**src/rtl/mult_accumulator.sv**
```systemverilog
// rtl/mult_accumulator.sv - sums TERMS multiplier products into one handshaked result (optional MULT_ACCUMULATOR_SATURATE_EN)
module mult_accumulator #(
    parameter int SIZE      = 8,
    parameter int ACC_WIDTH = 24,
    parameter int TERMS     = 4
) (
    input  logic                  clk,
    input  logic                  rst_n,
    input  logic [2*SIZE-1:0]     prod,
    input  logic                  prod_valid,
    output logic                  prod_ready,
    input  logic                  clear,
    output logic [ACC_WIDTH-1:0]  res,
    output logic                  res_valid,
    input  logic                  res_ready,
    output logic                  overflow,
    output logic                  busy
);

    localparam int PW = 2 * SIZE;
    localparam int CW = $clog2(TERMS + 1);

    localparam logic [1:0] S_IDLE  = 2'd0;
    localparam logic [1:0] S_ACCUM = 2'd1;
    localparam logic [1:0] S_DONE  = 2'd2;

    generate
        if (ACC_WIDTH < 2 * SIZE) begin : g_bad_width
            $error("mult_accumulator: ACC_WIDTH must be >= 2*SIZE");
        end
        if (TERMS < 1) begin : g_bad_terms
            $error("mult_accumulator: TERMS must be >= 1");
        end
    endgenerate

    logic [1:0]           state;
    logic [ACC_WIDTH-1:0] acc;
    logic [CW-1:0]        cnt;
    logic                 ovf_q;

    logic                 accept;
    logic                 last_term;
    logic [ACC_WIDTH:0]   sum_ext;
    logic                 carry;
    logic [ACC_WIDTH-1:0] acc_next;

    // Combinational handshake, adder and wrap/saturate selection
    always_comb begin
        prod_ready = !clear && (state != S_DONE);
        accept     = prod_valid && prod_ready;
        last_term  = (cnt == CW'(TERMS - 1));
        sum_ext    = {1'b0, acc} + {{(ACC_WIDTH + 1 - PW){1'b0}}, prod};
        carry      = sum_ext[ACC_WIDTH];
`ifdef MULT_ACCUMULATOR_SATURATE_EN
        // Once pinned at all ones, any further nonzero term carries again, so it stays pinned
        acc_next   = carry ? {ACC_WIDTH{1'b1}} : sum_ext[ACC_WIDTH-1:0];
`else
        acc_next   = sum_ext[ACC_WIDTH-1:0];
`endif
    end

    // Accumulation state machine; clear outranks everything except reset
    always_ff @(posedge clk or negedge rst_n) begin
        if (!rst_n) begin
            state <= S_IDLE;
            acc   <= '0;
            cnt   <= '0;
            ovf_q <= 1'b0;
        end else if (clear) begin
            state <= S_IDLE;
            acc   <= '0;
            cnt   <= '0;
            ovf_q <= 1'b0;
        end else begin
            case (state)
                S_IDLE: begin
                    if (accept) begin
                        acc   <= {{(ACC_WIDTH - PW){1'b0}}, prod};
                        cnt   <= CW'(1);
                        ovf_q <= 1'b0;
                        state <= (TERMS == 1) ? S_DONE : S_ACCUM;
                    end
                end
                S_ACCUM: begin
                    if (accept) begin
                        acc <= acc_next;
                        cnt <= cnt + CW'(1);
                        if (carry) begin
                            ovf_q <= 1'b1;
                        end
                        if (last_term) begin
                            state <= S_DONE;
                        end
                    end
                end
                S_DONE: begin
                    // acc is left alone so res keeps its value after the handshake
                    if (res_ready) begin
                        state <= S_IDLE;
                        cnt   <= '0;
                    end
                end
                default: begin
                    state <= S_IDLE;
                end
            endcase
        end
    end

    assign res       = acc;
    assign res_valid = (state == S_DONE);
    assign busy      = (state != S_IDLE);
    assign overflow  = ovf_q;

endmodule

```
**config.mk**
```make
export PLATFORM = sky130hd
export DESIGN_NAME = mult_accumulator
export DESIGN_NICKNAME = d
export VERILOG_FILES = /design/src/rtl/mult_accumulator.sv
export SDC_FILE = /design/constraint.sdc
export NUM_CORES = 1
export LEC_CHECK = 0
export CORE_MARGIN = 5
export CORE_UTILIZATION = 56
export DETAILED_ROUTE_END_ITERATION = 10
export PLACE_DENSITY = 0.9
export SLEW_MARGIN = 10
export SYNTH_ARGS = -nofsm -noshare
export SYNTH_HDL_FRONTEND = slang
export SYNTH_SLANG_ARGS = --single-unit
```
**constraint.sdc**
```tcl
create_clock -name clk -period 7.4 [get_ports clk]
set_clock_uncertainty 0.1 [all_clocks]
set_input_delay 0.74 -clock clk [delete_from_list [all_inputs] [get_ports clk]]
set_output_delay 0.74 -clock clk [all_outputs]
set_load 0.01 [all_outputs]
```
; After elaboration in Yosys (flattened, before gate mapping)
; Cells that the tools add are included.
[word_totals]
register_bits = 30
elab_cells = 46
[op_classes]
addsub = 2
n_eq_ne = 9
n_mux = 20
n_reduce_logical = 11
[op_table]
columns = op, count
row1 = 2-to-1 mux 24 bit, 3
row2 = case mux 24 bit (2 select lines), 1
row3 = adder 24 x 16 -> 25 bit, 1
row4 = 2-to-1 mux 3 bit, 4
row5 = "inequality test 3 bit, second input constant", 4
row6 = AND reduction 4 bit, 3
row7 = 2-to-1 mux 2 bit, 5
row8 = case mux 3 bit (3 select lines), 1
row9 = case mux 2 bit (3 select lines), 1
row10 = 2-to-1 mux 1 bit, 4
row11 = nonzero test 4 bit, 1
row12 = "adder 3 x 1 -> 3 bit, second input constant", 1
row13 = "== test 3 x 2 -> 1 bit, second input constant", 1
row14 = "inequality test 3 x 2 -> 1 bit, second input constant", 1
row15 = AND reduction 3 bit, 1
row16 = nonzero test 3 bit, 1
row17 = "== test 2 x 1 -> 1 bit, second input constant", 1
row18 = "== test 2 bit, second input constant", 1
row19 = logical AND 1 bit, 2
row20 = zero test 2 bit, 1
row21 = "inequality test 2 bit, second input constant", 1
row22 = case mux 1 bit (2 select lines), 1
row23 = nonzero test 2 bit, 1
row24 = zero test 1 bit, 1

; Logic depth before layout (Yosys ltp)
[logic_depth]
ltp_word = 6
depth_mapped = 10
ltp_nobuf = 10

; Least setup slack after synthesis
; Ideal clock, no wire load.
[synth_timing]
kind = input to register
startpoint = input prod[0]
endpoint = register acc[22], in the netlist res[22]
setup_time_ps = 78
arrival_ps = 2606
path_slack_ps = 4616
cell_stages = 10
path_buffers = 0
cell_sequence = ha_1 inv_1 fa_1 nand2b_1 a21oi_1 o311a_1 a211o_2 nand2_1 or3_1 a21oi_1
[synth_via]
elab_chain_cells = 4
[synth_lines]
columns = element, line_no
row1 = "start, declared", 9  ; input logic [2*SIZE-1:0] prod,
row2 = adder 24 x 16 -> 25 bit, 52  ; sum_ext = {1'b0, acc} + {{(ACC_WIDTH + 1 - PW){1'b0}}, prod};
row3 = 2-to-1 mux 24 bit, 85  ; if (accept) begin
row4 = case mux 24 bit (2 select lines), 75  ; case (state)
row5 = 2-to-1 mux 24 bit, 69  ; end else if (clear) begin
row6 = "end signal, assigned", 78  ; acc <= {{(ACC_WIDTH - PW){1'b0}}, prod};
row7 = "end signal, assigned", 86  ; acc <= acc_next;
row8 = "end, declared", 37  ; logic [ACC_WIDTH-1:0] acc;
; Every way passes these cells. The select of a mux whose other input is x is not followed.
; A chain may end at the register's enable or synchronous reset.

; Worst setup path in the final report
; Ends and elaborated chain as after synthesis.

==> Flow_metrics.wiki <==
{| class="wikitable"
! Metric !! Value
|-
| Core area || 0.00403 mm²
|-
| Slew of the pin with the lowest slew margin || 0.744 ns
|-
| Count of different cell masters after synthesis || 51
|-
| Type of element launching the critical path || primary input
|-
| Die Area || 0.00560 mm²
|-
| Power per cell area || 284 mW/mm²
|-
| Post-synthesis instance area || 0.00235 mm²
|-
| Global placement routability congestion || 0.832
|-
| CTS Root Buffer Type || clkbuf_8
|-
| RSZ-0062 raised after global routing || false
|-
| Antenna Diode Count || 0
|-
| Pin count of the biggest net entering global routing || 31
|-
| Port bufs || 48
|-
| Synth area leaders || dfrtp_1 32%, ha_1 12%, nand2_1 5.6%
|-
| DRC viols || 0
|-
| Routed Wire Length || 5.89 mm
|-
| Worst Hold Margin || 0.402 ns
|-
| I/O Pins || 49
|-
| Post-DRT Antenna Nets || 0
|-
| Register area share after synthesis || 0.319
|-
| Instance count of the mapped netlist || 271
|-
| Post-layout minimum cycle time || 3.29 ns
|-
| Ratio of cells with drive above 1 in the final layout || 0.0592
|-
| Global-route wire length before repair || 9.80 mm
|-
| Clock insertion delay at the later pin of the skew report || 0.29 ns
|-
| Setup TNS || 0 ns
|-
| Post-route setup slack || 4.11 ns
|-
| Via density per instance || 6.04
|-
| Syn nets || 315
|-
| Type of the most critical hold path || reg2reg
|-
| Global-route congestion overflow total || 0
|-
| Share of the clock period used by the worst path || 0.445
|-
| Main flop type after synthesis || dfrtp_1
|-
| Maximum fanout count along the critical path || 8
|-
| Overall track demand over capacity in global routing || 0.223
|-
| Share of flip-flops with an asynchronous set or reset after synthesis || 1.00
|-
| Wire length per cell after detailed routing || 15.9 µm
|-
| Peak Freq || 304 MHz
|-
| Growth of design area from synthesis to finish || 25.6%
|-
| Yosys synthesis warning count || 0
|-
| Starting density of the core || 0.584
|-
| Initial drt markers || 177
|-
| Final Hold Vio Count || 0
|-
| Slew HR || 0.503
|-
| Required time reported for the critical path endpoint || 7.52 ns
|-
| Status || complete, no violations
|-
| DP Wirelength || 4.28 mm
|-
| Die width || 74.8 µm
|-
| Post-route design area || 0.00296 mm²
|-
| Post CTS Setup Buffer Count || 0
|-
| Mean instance size in the synthesized netlist || 8.69 µm²
|-
| Fin nets || 364
|-
| Number of resized instances in the post-cts repair step || 0
|-
| Site Rows || 23
|-
| Leakage component of the power || 0.00130 µW
|-
| Setup slack at placement || 3.89 ns
|-
| Antenna violations before repair || 0
|-
| Final core occ || 0.734
|-
| TritonCTS Buffers || 5
|-
| # setup viols final || 0
|-
| Category of the most critical setup path || in2reg
|-
| Flop and latch count out of synthesis || 30
|-
| Via count of the first global-routing pass || 2162
|-
| Worst path arrival time || 3.41 ns
|-
| DR pass1 iterations || 4
|-
| Filler instances || 326
|-
| Portion of synthesized cell area occupied by the leading cell type || 0.319
|-
| Clock-pin slew on the worst setup and hold paths || 0.07 ns
|-
| Pins over their slew limit || 0
|-
| Post-detailed-placement cell area || 0.00286 mm²
|-
| DR vias || 2239
|-
| Total number of clock tree sinks || 30
|-
| Crit end category || register
|-
| Maximum level of the CTS H-tree || 2
|-
| Number of maximum-capacitance violations || 0
|-
| Slack of the worst reg-to-reg path || 4.26 ns
|-
| TritonCTS clock tree || done
|-
| Bufs on Longest Clock Path || 2
|-
| Post-cts hold buffer count || 0
|-
| Library cell with the largest summed area after synthesis || dfrtp_1
|-
| Number of flops mapped to enable cells by yosys || 0
|-
| Peak supply drop || 0.202 mV
|-
| Die extent in y || 74.8 µm
|}
[logic make-up (layout without fill, tap and decap cells)]
| group | after synthesis | in the layout | share of synthesized area |
|---|---|---|---|
| simple gates | 90 | 90 | 0.190 |
| flops | 30 | 30 | 0.319 |
| compound gates | 90 | 90 | 0.249 |
| xor+xnor | 12 | 12 | 0.0446 |
| buf+inv | 18 | 68 | 0.0377 |
| mux | 8 | 8 | 0.0345 |
| fa+ha+maj | 23 | 23 | 0.125 |
[synth_stat cells, types with 2 or more instances]
library cell   n
o211ai_1       9
a221oi_1       2
inv_1         10
nor3_1         5
o21ai_0       26
nand2_1       35
a31oi_1        3
a21oi_1       19
ha_1          22
o21ai_1        4
nand4_1        3
nand3_1        7
nor2b_1        2
and3_1         2
clkbuf_2       2
xor2_1         6
mux2i_1        7
a22oi_1        5
nor3b_1        2
or3_1          2
xnor2_1        6
nor2_1        16
or4_1          2
clkbuf_1       2
dfrtp_1       30
a211o_2        2
a21o_1         5
buf_6          2
nand2b_1       9
o31ai_1        3
[metal layers]
layer  vias to the layer above  wire [µm]  track usage
li1                       1096          -            -
met1                      1054       2640        0.294
met2                        81       2790        0.364
met3                         8        401       0.0561
met4                         0         63       0.0613
met5                         -          0            0
[area by class of cell]
cell class | instances | area (µm²) | share of cell area
Timing Repair Buffer | 50 | 495 | 0.168
Multi-Input combinational cell | 223 | 1520 | 0.512
Clock buffer | 6 | 82.6 | 0.0279
Inverter | 10 | 37.5 | 0.0127
Sequential cell | 30 | 751 | 0.254
Clock inverter | 2 | 12.5 | 0.00423
Tap cell | 50 | 62.6 | 0.0212
[flip-flops by register name (all words and copies together) (netlist names)]
register	flops
res	24
cnt	3
state	2
overflow	1
[layout by cell type, fill, tap and decap left out, types with 2 or more instances in the layout]
cell type / n
clkbuf_8: 6
a21oi_1: 19
nor3_1: 5
nor3b_1: 2
clkdlybuf4s50_1: 48
o31ai_1: 3
nor2_1: 16
o21ai_1: 4
a221oi_1: 2
xor2_1: 6
dfrtp_1: 30
inv_1: 10
xnor2_1: 6
nand4_1: 3
nand3_1: 7
o21ai_0: 26
nand2_1: 35
a211o_2: 2
o211ai_1: 9
nor2b_1: 2
nand2b_1: 9
a22oi_1: 5
buf_4: 2
a21o_1: 5
ha_1: 22
or4_1: 2
or3_1: 2
and3_1: 2
a31oi_1: 3
mux2i_1: 7
[metrics by stage]
stage                     total power, µW  instances
after floorplan                       551        271
after global placement                679        363
after detailed placement              692        363
after CTS                             842        371
after global routing                  905        371
final                                 841        371
[critical path, cell delays in order]
cell and delay, ns:
clkdlybuf4s50_1 0.49, ha_1 0.21, inv_1 0.07, fa_1 0.40
nand2b_1 0.19, a21oi_1 0.22, o311a_1 0.29, a211o_2 0.16
nand2_1 0.13, or3_1 0.38, a21oi_1 0.14
[power breakdown]
| group | total, µW | internal [µW] | switching, µW | leakage [µW] |
|---|---|---|---|---|
| combinational | 468 | 214 | 254 | 0.000847 |
| sequential | 228 | 198 | 29.4 | 0.000406 |
| clock | 144 | 74.8 | 69.6 | 0.0000472 |
| total | 841 | 487 | 353 | 0.00130 |
[final timing paths]
kind,startpoint,endpoint,cells past startpoint
setup / recovery,prod[0],res[22],11
max in group asynchronous,rst_n,res[12],2
setup reg to reg,state[1],res[18],6
hold reg to reg,cnt[1],cnt[1],2
hold / removal,cnt[1],cnt[1],2
min in group asynchronous,rst_n,res[1],2
Power figures use the tool's default switching activity.
